### src/rtl/zeroheti_pkg.sv
// Shared definitions for the zeroheti APB timer: register offsets,
// control register layout, prescaler FSM states and a byte-strobe helper.
package zeroheti_pkg;

  localparam logic [4:0] TimerCtrlOffs   = 5'h00;
  localparam logic [4:0] TimerPrescOffs  = 5'h04;
  localparam logic [4:0] TimerCountOffs  = 5'h08;
  localparam logic [4:0] TimerCmpOffs    = 5'h0C;
  localparam logic [4:0] TimerStatusOffs = 5'h10;

  localparam int unsigned TimerRegCount = 5;

  // CTRL[2:0] maps directly onto this struct: bit 2 IE, bit 1 AUTORELOAD, bit 0 EN
  typedef struct packed {
    logic ie;
    logic autoreload;
    logic en;
  } timer_ctrl_t;

  typedef enum logic {
    PscIdle = 1'b0,
    PscRun  = 1'b1
  } psc_state_e;

  // Replace the bytes of oldVal selected by strb with the matching bytes of newVal
  function automatic logic [31:0] applyStrb(input logic [31:0] oldVal,
                                            input logic [31:0] newVal,
                                            input logic [3:0]  strb);
    logic [31:0] res;
    res = oldVal;
    for (int b = 0; b < 4; b++) begin
      if (strb[b]) begin
        res[8*b +: 8] = newVal[8*b +: 8];
      end
    end
    return res;
  endfunction

endpackage

### src/rtl/zeroheti_timer_core.sv
// Timer datapath: prescaler FSM, 32-bit counter, compare, MATCH flag and
// registered interrupt. Register values and write pulses come from the APB side.
module zeroheti_timer_core
  import zeroheti_pkg::*;
#(
  parameter int unsigned PrescWidth = 16
) (
  input  logic                  clk_i,
  input  logic                  rst_i,
  input  timer_ctrl_t           ctrl_i,
  input  logic [PrescWidth-1:0] presc_i,
  input  logic [31:0]           cmp_i,
  input  logic                  countWe_i,
  input  logic [31:0]           countWdata_i,
  input  logic                  matchClr_i,
  output logic [31:0]           count_o,
  output logic                  match_o,
  output logic                  irq_o
);

  psc_state_e            state_q;
  logic [PrescWidth-1:0] psc_q;
  logic [31:0]           count_q, count_d;
  logic                  match_q, match_d;
  logic                  irq_q, irq_d;
  logic                  tick;
  logic                  matchHit;

  // Tick fires when the running prescaler reaches PRESC; a prescaler already
  // above a freshly lowered PRESC simply wraps at its own width first
  always_comb begin
    tick     = ctrl_i.en && (psc_q == presc_i);
    matchHit = tick && (count_q == cmp_i);
  end

  // Prescaler FSM: counting while EN is set, cleared and parked in IDLE otherwise
  always_ff @(posedge clk_i or posedge rst_i) begin
    if (rst_i) begin
      state_q <= PscIdle;
      psc_q   <= '0;
    end else begin
      case (state_q)
        PscIdle: begin
          if (ctrl_i.en) begin
            state_q <= PscRun;
            psc_q   <= tick ? '0 : psc_q + PrescWidth'(1);
          end else begin
            psc_q <= '0;
          end
        end
        PscRun: begin
          if (!ctrl_i.en) begin
            state_q <= PscIdle;
            psc_q   <= '0;
          end else begin
            psc_q <= tick ? '0 : psc_q + PrescWidth'(1);
          end
        end
      endcase
    end
  end

  // Next-state for counter, MATCH flag and interrupt; software COUNT writes
  // beat the tick increment and a new match beats a W1C
  always_comb begin
    count_d = count_q;
    if (countWe_i) begin
      count_d = countWdata_i;
    end else if (tick) begin
      count_d = (matchHit && ctrl_i.autoreload) ? 32'd0 : count_q + 32'd1;
    end

    match_d = match_q;
    if (matchClr_i) begin
      match_d = 1'b0;
    end
    if (matchHit) begin
      match_d = 1'b1;
    end

    irq_d = match_q & ctrl_i.ie;
  end

  // Counter, MATCH and interrupt state registers
  always_ff @(posedge clk_i or posedge rst_i) begin
    if (rst_i) begin
      count_q <= '0;
      match_q <= 1'b0;
      irq_q   <= 1'b0;
    end else begin
      count_q <= count_d;
      match_q <= match_d;
      irq_q   <= irq_d;
    end
  end

  assign count_o = count_q;
  assign match_o = match_q;
  assign irq_o   = irq_q;

endmodule

### src/rtl/zeroheti_apb_timer.sv
// Zero-wait-state APB completer wrapping the timer core: address decode,
// error response, byte-strobed register file and combinational read mux.
module zeroheti_apb_timer
  import zeroheti_pkg::*;
#(
  parameter int unsigned AddrWidth  = 32,
  parameter int unsigned PrescWidth = 16
) (
  input  logic                 clk_i,
  input  logic                 rst_i,
  input  logic                 psel_i,
  input  logic                 penable_i,
  input  logic                 pwrite_i,
  input  logic [AddrWidth-1:0] paddr_i,
  input  logic [31:0]          pwdata_i,
  input  logic [3:0]           pstrb_i,
  output logic [31:0]          prdata_o,
  output logic                 pready_o,
  output logic                 pslverr_o,
  output logic                 irq_o
);

  localparam logic [2:0] LastRegIdx = 3'(TimerRegCount - 1);

  timer_ctrl_t           ctrl_q, ctrl_d;
  logic [PrescWidth-1:0] presc_q, presc_d;
  logic [31:0]           cmp_q, cmp_d;
  logic [31:0]           countVal;
  logic [31:0]           countWdata;
  logic                  countWe;
  logic                  matchClr;
  logic                  matchVal;
  logic                  access;
  logic                  addrErr;
  logic                  wrEn;
  logic [4:0]            regOffs;
  logic [31:0]           rdata;
  logic                  unused_addr;

  assign access      = psel_i & penable_i;
  assign regOffs     = {paddr_i[4:2], 2'b00};
  assign addrErr     = (paddr_i[1:0] != 2'b00) || (paddr_i[4:2] > LastRegIdx);
  assign wrEn        = access & pwrite_i & ~addrErr;
  assign pslverr_o   = access & addrErr;
  assign pready_o    = 1'b1;
  assign countWdata  = applyStrb(countVal, pwdata_i, pstrb_i);
  assign unused_addr = ^paddr_i[AddrWidth-1:5];

  // Register write decode; faulting accesses never reach here because wrEn excludes them
  always_comb begin
    ctrl_d   = ctrl_q;
    presc_d  = presc_q;
    cmp_d    = cmp_q;
    countWe  = 1'b0;
    matchClr = 1'b0;
    if (wrEn) begin
      case (regOffs)
        TimerCtrlOffs: begin
          if (pstrb_i[0]) begin
            ctrl_d = timer_ctrl_t'(pwdata_i[2:0]);
          end
        end
        TimerPrescOffs: begin
          for (int b = 0; b < PrescWidth; b++) begin
            if (pstrb_i[b/8]) begin
              presc_d[b] = pwdata_i[b];
            end
          end
        end
        TimerCountOffs:  countWe  = 1'b1;
        TimerCmpOffs:    cmp_d    = applyStrb(cmp_q, pwdata_i, pstrb_i);
        TimerStatusOffs: matchClr = pstrb_i[0] & pwdata_i[0];
        default: ;
      endcase
    end
  end

  // Software-visible configuration registers
  always_ff @(posedge clk_i or posedge rst_i) begin
    if (rst_i) begin
      ctrl_q  <= '0;
      presc_q <= '0;
      cmp_q   <= 32'hFFFF_FFFF;
    end else begin
      ctrl_q  <= ctrl_d;
      presc_q <= presc_d;
      cmp_q   <= cmp_d;
    end
  end

  // Read mux, driven only during a valid access phase and zero otherwise
  always_comb begin
    rdata = '0;
    if (access && !addrErr) begin
      case (regOffs)
        TimerCtrlOffs:   rdata[2:0]            = ctrl_q;
        TimerPrescOffs:  rdata[PrescWidth-1:0] = presc_q;
        TimerCountOffs:  rdata                 = countVal;
        TimerCmpOffs:    rdata                 = cmp_q;
        TimerStatusOffs: rdata[0]              = matchVal;
        default: ;
      endcase
    end
  end

  assign prdata_o = rdata;

  zeroheti_timer_core #(
    .PrescWidth(PrescWidth)
  ) u_core (
    .clk_i       (clk_i),
    .rst_i       (rst_i),
    .ctrl_i      (ctrl_q),
    .presc_i     (presc_q),
    .cmp_i       (cmp_q),
    .countWe_i   (countWe),
    .countWdata_i(countWdata),
    .matchClr_i  (matchClr),
    .count_o     (countVal),
    .match_o     (matchVal),
    .irq_o       (irq_o)
  );

endmodule

### config.mk
export PLATFORM = sky130hd
export DESIGN_NAME = zeroheti_apb_timer
export DESIGN_NICKNAME = d
export VERILOG_FILES = /design/src/rtl/zeroheti_pkg.sv /design/src/rtl/zeroheti_timer_core.sv /design/src/rtl/zeroheti_apb_timer.sv
export SDC_FILE = /design/constraint.sdc
export NUM_CORES = 1
export LEC_CHECK = 0
export ABC_AREA = 1
export BUFFER_PORTS_ARGS = -buffer_cell sky130_fd_sc_hd__clkbuf_2
export CAP_MARGIN = 20
export CORE_MARGIN = 1
export CORE_UTILIZATION = 35
export CTS_CLUSTER_SIZE = 30
export DETAILED_ROUTE_END_ITERATION = 10
export PLACE_DENSITY_LB_ADDON = 0.05
export SYNTH_ARGS = -nofsm -noshare
export SYNTH_HDL_FRONTEND = slang
export SYNTH_SLANG_ARGS = --single-unit
export TNS_END_PERCENT = 5
### constraint.sdc
create_clock -name clk_i -period 9.6 [get_ports clk_i]
set_clock_uncertainty 0.1 [all_clocks]
set_input_delay 1.44 -clock clk_i [delete_from_list [all_inputs] [get_ports clk_i]]
set_output_delay 1.44 -clock clk_i [all_outputs]
set_load 0.005 [all_outputs]
# Word-level counts from Yosys, hierarchy flattened
# Cells that the tools add are included.
[totals] out_inout_bits=35 regBits=101 word_cells=77
[classes] magnitude_cmp=1 n_bitwise=7 reduce_logical=21 muxes=20 addsub=2 eq_ne=10
[op_table] op="$mux W32" count=4
[op_table] op="$pmux W13 S3" count=1
[op_table] op="$add A32 B1 Y32 const B" count=1
[op_table] op="$eq A32 B32 Y1" count=1
[op_table] op="$mux W16" count=2
[op_table] op="$mux W8" count=4
[op_table] op="$pmux W16 S2" count=1
[op_table] op="$reduce_and A3 Y1" count=7
[op_table] op="$add A16 B1 Y16 const B" count=1
[op_table] op="$eq A16 B16 Y1" count=1
[op_table] op="$ne A2 B2 Y1 const B" count=4
[op_table] op="$pmux W2 S4" count=1
[op_table] op="$reduce_and A2 Y1" count=4
[op_table] op="$and A1 B1 Y1" count=6
[op_table] op="$eq A3 B2 Y1 const B" count=2
[op_table] op="$mux W1" count=6
[op_table] op="$reduce_bool A2 Y1" count=3
[op_table] op="$logic_not A5 Y1" count=1
[op_table] op="$pmux W1 S5" count=1
[op_table] op="$logic_and A1 B1 Y1" count=4
[op_table] op="$eq A3 B1 Y1 const B" count=1
[op_table] op="$eq A3 B3 Y1 const B" count=1
[op_table] op="$gt A3 B3 Y1 const B" count=1
[op_table] op="$logic_not A1 Y1" count=1
[op_table] op="2 further kinds" count=2

# Depth between registers and ports, before layout
# Gate-level depths: netlist of the first run.
[logic_depth] depth_word=7 mapped_depth=13

# Modules after synthesis
# From an unflattened synthesis of the first run, not the netlist that was laid out.
[unflattened] cells_unflattened=1253 hier_area_um2=7920.1
[by_module_without_submodules] module="zeroheti_timer_core" cells_each=784 area_per_inst_um2=4581.9 instances=1
[by_module_without_submodules] module="zeroheti_apb_timer" cells_each=469 area_per_inst_um2=3338.2 instances=1

# Least setup slack after synthesis of the first run
# Ideal clock, no wire load.
[synth_path] kind="input -> output" startpoint="input port paddr_i[4]" endpoint="output port prdata_o[21]" arrival_ns=2.505 t_required_ns=8.060 stages=5 setup_slack_ns=5.555 cell_sequence="nor3_1 clkbuf_1 clkbuf_1 a22oi_1 nor2_1"
[synth_via] elab_chain_len=5 word_cells_on_any_way=8 classes_between="order compare (1); eq/ne (2); mux (2); reduce/logical (3)"
[synth_lines] element="start, declared" line_no="zeroheti_apb_timer.sv:14" rtl="input logic [AddrWidth-1:0] paddr_i,"
[synth_lines] element="$gt A3 B3 Y1" line_no="zeroheti_apb_timer.sv:42" rtl="assign addrErr = (paddr_i[1:0] != 2'b00) || (paddr_i[4:2] > LastRegIdx);"
[synth_lines] element="$logic_or A1 B1 Y1" line_no="zeroheti_apb_timer.sv:42"
[synth_lines] element="$logic_not A1 Y1" line_no="zeroheti_apb_timer.sv:94" rtl="if (access && !addrErr) begin"
[synth_lines] element="$logic_and A1 B1 Y1" line_no="zeroheti_apb_timer.sv:94"
[synth_lines] element="$mux W32 *" line_no="zeroheti_apb_timer.sv:94"
[synth_lines] element="end, declared" line_no="zeroheti_apb_timer.sv:17" rtl="output logic [31:0] prdata_o,"
# Mark *: on every way between the ends. The rest lies on a longest branch, timed or not.

# Final worst setup path of the first run
[layout_path] startpoint="input port paddr_i[3]" endpoint="output port prdata_o[0]"
# The elaborated chain is that of the path after synthesis.

==> impl_metrics.yaml, run 1 <==
timing:
  setup_viol: 0
  fmax_ghz: 0.200
  whs_ps: 387
  tns_ps: 0
  tightest_slew_ps: 976
  rsz0062_at_grt: "false"
  fin_crit_ps: 5000
  drv_slew: 0
  min_period_over_period_pct: 52.1
  hold_viol_final: 0
  slew_headroom_pct: 34.9
synth:
  ys_seq_elements: 101
  netlist_instances: 1118
  synth.yosys.seq_area_share_pct: 36.1
  synth_area_leader_cell: "dfrtp_1"
  ys_async_sr_fraction_pct: 100
  synth_cell_type_count: 44
  synth_area_leaders: "dfrtp_1 (24%), nand2_1 (17%), dfstp_2 (12%)"
  yosysWarnings: 0
  synth.avg_cell_area_um2: 6.37
  synth_top_area_share_pct: 24.2
  synth_flop_cell: "dfrtp_1"
  synth_edf_count: 0
  mappedNetlistNets: 1193
  netlist_area_um2: 7120
run:
  drv_cap: 0
drt:
  drc: 0
  wl_per_cell_um: 15.9
  ant_nets: 0
  dr.pass1.iters: 5
  wl_um: 23100
  drtIter0Drc: 436
  num_vias: 7070
  via_per_inst: 4.86
critical_path:
  critPathLaunchType: "primary input"
  endpoint_kind: "output pin"
  r2r-end: "u_core.count_o[24]"
  r2r_start: "presc_q[14]"
  reg2reg_depth: 8
  rrSetupSlack_ps: 6730
  crit_path_end: "prdata_o[0]"
  crit_type: "primary input to output pin"
  cp.required_ps: 8060
  cp-startpoint: "paddr_i[3]"
  crit_arrival_ps: 3460
  worstPathMaxFanout: 19
clock_tree:
  cts_sinks: 101
  cts_setup_buffers: 0
  cts_tree: "yes"
  htreeDepth: 3
  cts_made_buffers: 9
  cts_hold_buffers: 0
  cts_resized: 0
  cts-root-buf: "clkbuf_16"
  clockBufferDepth: 2
  clk_latency_ps: 350
  clk_pin_slew_ps: 70
global_route:
  grt_pass1_vias: 6648
  grt_max_degree: 58
  overflow: 0
  antenna_found_initial: 0
  grt_pass1_wl_um: 36600
  grt_use_total_pct: 23.3
placed_design:
  post-dp-hpwl_um: 17500
  numPortBuffers: 79
  gp_congestion: 0.884
hold_path:
  hp-start: "u_core.match_o"
  hold_path.class: "flop to flop"
floorplan:
  initial_core_util_pct: 36.1
  core_um2: 19700
  die_h_um: 145
  fp.dieArea_um2: 20900
  fp.dieW_um: 145
  num_rows: 51
  ios: 108
finish:
  area_growth_pct: 13.0
  n_antenna_cell: 0
  layout-drive-gt1-share_pct: 13.3
  fin_util_pct: 40.8
  finalNetCount: 1259
power_and_ir_drop:
  p_leak_nw: 4.25
  ir_drop_uv: 87.8
  p_per_area_nw_per_um2: 185
status:
  status: "finished, final reports clean"
[layout make-up]
type,instances,area [µm²]
fillers,2156,11700
multi-input cells,797,3690
flip-flops and latches,101,2570
inverters,189,712
repair buffers,86,448
well taps,265,332
clock buffers,13,250
clock inverters,3,45.0
[through the flow]
stage	setup slack (ps)	cell area [µm²]	cells	power [mW]
floorplan	5470	7120	1118	0.967
global placement	4730	7750	1438	1.11
detailed placement	4610	7750	1438	1.11
CTS	4610	8050	1454	1.50
global route	4390	8050	1454	1.60
finish	4600	8050	1454	1.49
[synthesized netlist by cell type, types with 2 or more instances]
master,count
nand3_1,70
a221oi_1,3
dfrtp_1,69
o21ai_0,78
nor3_1,15
o21ai_1,2
nand2_1,316
ha_1,2
xor2_1,24
inv_1,177
dfstp_2,32
xnor2_1,2
buf_2,17
o221ai_1,4
buf_6,2
nor2_1,158
nand4_1,10
nor3_2,3
inv_2,11
o22ai_1,11
nand3_2,2
a21oi_1,55
nor4_1,5
clkbuf_1,9
nor2_2,3
nand3b_1,4
a22oi_1,17
[worst min-delay path by stage]
| stage | end | cells past startpoint |
|---|---|---|
| 6_report | u_core.irq_o | 2 |
| 5_1_grt | cmp_q[19] | 2 |
| 4_1_cts | cmp_q[18] | 2 |
| 3_5_place_dp | u_core.irq_o | 2 |
| 3_3_place_gp | u_core.irq_o | 2 |
| 2_1_floorplan | u_core.irq_o | 2 |
[critical path: stages]
cell,delay [ps]
clkbuf_2,120
nor2_1,210
o21ai_1,160
nor2_1,120
buf_4,200
clkinv_1,670
a21oi_1,370
clkbuf_2,160
[registers in the layout (all words and copies together) (netlist names)]
signal          flops
u_core.psc_q       16
presc_q            16
u_core.match_o      1
u_core.irq_o        1
u_core.count_o     32
ctrl_q              3
cmp_q              32
[where the power goes]
part	internal, mW	switching, mW	total [mW]
Clock	0.210	0.173	0.384
Combinational	0.181	0.287	0.468
Sequential	0.504	0.133	0.637
Total	0.895	0.593	1.49
[cell usage in the layout, fill, tap and decap left out, types with 3 or more instances in the layout]
| cell | synthesis | routed |
|---|---|---|
| a21oi_1 | 55 | 55 |
| a221oi_1 | 3 | 3 |
| a22oi_1 | 17 | 17 |
| buf_4 | 1 | 7 |
| clkbuf_1 | 9 | 3 |
| clkbuf_16 | 0 | 9 |
| clkbuf_2 | 1 | 79 |
| dfrtp_1 | 69 | 69 |
| dfstp_2 | 32 | 32 |
| inv_1 | 177 | 176 |
| inv_2 | 11 | 11 |
| nand2_1 | 316 | 316 |
| nand3_1 | 70 | 70 |
| nand3b_1 | 4 | 4 |
| nand4_1 | 10 | 10 |
| nor2_1 | 158 | 158 |
| nor2_2 | 3 | 3 |
| nor3_1 | 15 | 14 |
| nor3_2 | 3 | 4 |
| nor4_1 | 5 | 5 |
| o21ai_0 | 78 | 78 |
| o221ai_1 | 4 | 4 |
| o22ai_1 | 11 | 11 |
| xor2_1 | 24 | 24 |
[per-layer routing]
metal | track usage [%] | share of wire [%]
met5 | 0 | 0
met4 | 4.32 | 0.59
met3 | 2.88 | 3.9
met2 | 34.2 | 42
met1 | 36.2 | 53
[cell families (layout without fill, tap and decap cells)]
group,count (synthesis),in the layout,share of synthesized area [%]
AOI/OAI and AO/OA,174,174,13.5
buffers and inverters,220,291,12.2
xor gates and xnor gates,26,26,3.20
DFF,101,101,36.1
adders and majority gates,2,2,0.351
and+or+nand+nor,594,594,34.6
other,1,1,0.0527
Power figures use the tool's default switching activity.
==> run 2, diff against run 1 <==
==> constraint.sdc (replaced) <==
create_clock -name clk_i -period 4.6 [get_ports clk_i]
set_clock_uncertainty 0.1 [all_clocks]
set_input_delay 0.69 -clock clk_i [delete_from_list [all_inputs] [get_ports clk_i]]
set_output_delay 0.69 -clock clk_i [all_outputs]
set_load 0.005 [all_outputs]
==> impl_metrics.yaml, run 2 (synthesis results as in run 1) <==
drt:
  wl_um: 22900
  num_vias: 7095
  dr.pass1.iters: 6
  wl_per_cell_um: 15.8
  drtIter0Drc: 443
  ant_nets: 0
  drc: 0
  via_per_inst: 4.87
floorplan:
  num_rows: 51
  fp.dieArea_um2: 20900
  fp.dieW_um: 145
  initial_core_util_pct: 36.1
  core_um2: 19700
  die_h_um: 145
  ios: 108
timing:
  whs_ps: 269
  hold_viol_final: 0
  tightest_slew_ps: 846
  setup_viol: 0
  min_period_over_period_pct: 75.2
  fmax_ghz: 0.289
  rsz0062_at_grt: "false"
  drv_slew: 0
  worst_slack_ps: 1140
  fin_crit_ps: 3460
  tns_ps: 0
  slew_headroom_pct: 43.3
power_and_ir_drop:
  switching_power_mw: 1.23
  clkPwrFrac_pct: 26.8
  total_power_mw: 3.16
  seqPwrFrac_pct: 42.1
  ir_drop_uv: 235
  swShare_pct: 39.1
  p_per_area_nw_per_um2: 390
  p_leak_nw: 4.28
  p_int_mw: 1.92
  p_comb_share_pct: 31.1
critical_path:
  crit_type: "primary input to output pin"
  r2r-end: "u_core.count_o[18]"
  cp.required_ps: 3810
  worstPathMaxFanout: 19
  reg2reg_depth: 11
  rrSetupSlack_ps: 1800
  critPathLaunchType: "primary input"
  crit_arrival_ps: 2670
  endpoint_kind: "output pin"
  r2r_start: "u_core.psc_q[3]"
finish:
  fillers: 2183
  final_common_cell: "nand2_1"
  finalNonFillerCells: 1456
  finalNetCount: 1261
  finalInstanceArea_um2: 8090
  area_growth_pct: 13.5
  final_cell_mix: "nand2_1 (316), inv_1 (176), nor2_1 (158)"
  fin_util_pct: 41.0
  n_antenna_cell: 0
  layout-drive-gt1-share_pct: 13.5
hold_path:
  hold_path.class: "primary input to asynchronous set/reset pin"
clock_tree:
  clockBufferDepth: 2
  cts_sinks: 101
  cts_made_buffers: 9
  cts_setup_buffers: 0
  clk_latency_ps: 350
  cts-root-buf: "clkbuf_16"
  clk_pin_slew_ps: 70
  htreeDepth: 3
  cts_resized: 0
  cts_hold_buffers: 0
  cts_tree: "yes"
global_route:
  overflow: 0
  grt_use_total_pct: 23.2
  grt_pass1_vias: 6570
  antenna_found_initial: 0
  grt_max_degree: 47
  grt_pass1_wl_um: 36500
status:
  status: "finished, final reports clean"
placed_design:
  post-dp-hpwl_um: 17700
  numPortBuffers: 79
  gp_congestion: 0.876
  placed_cells: 1440
  dp_slack_ps: 1140
  placed_area_um2: 7770
run:
  drv_cap: 0
-- run 2: how the worst max path moves through the flow --
stage / from / end / slack, ps
detailed placement: paddr_i[3] / prdata_o[0] / 1140
finish: paddr_i[3] / prdata_o[0] / 1140
global route: paddr_i[3] / prdata_o[0] / 990
global placement: paddr_i[3] / prdata_o[0] / 1240
floorplan: rst_i / ctrl_q[0] / 1220
CTS: paddr_i[3] / prdata_o[0] / 1140
-- run 2: power groups by stage --
stage,Combinational (mW),Clock (mW),Sequential [mW]
6_report,0.983,0.846,1.33
5_1_grt,1.14,0.904,1.36
4_1_cts,0.989,0.874,1.32
3_5_place_dp,0.983,0,1.34
3_3_place_gp,0.980,0,1.34
2_1_floorplan,0.795,0,1.22
-- run 2: final cells by class --
cell class,count,area [µm²],area share (%)
Clock buffer,12,246,3.05
Clock inverter,4,73.8,0.913
Inverter,189,712,8.80
Multi-Input combinational cell,797,3690,45.7
Sequential cell,101,2570,31.7
Tap cell,265,332,4.10
Timing Repair Buffer,88,463,5.72
-- run 2: layer usage --
| layer | wire length (µm) | track usage [%] | part of all wire [%] |
|---|---|---|---|
| met3 | 762 | 2.65 | 3.3 |
| met2 | 9650 | 33.9 | 42 |
| met1 | 12300 | 36.1 | 54 |
| met5 | 0 | 0 | 0 |
| met4 | 225 | 4.99 | 0.98 |
-- run 2: worst max-delay path, cell delays in order --
cell and delay [ps]:
clkbuf_2 120, nor2_1 170, o21ai_1 150, nor2_1 120
buf_4 200, clkinv_1 690, a21oi_1 360, clkbuf_2 160
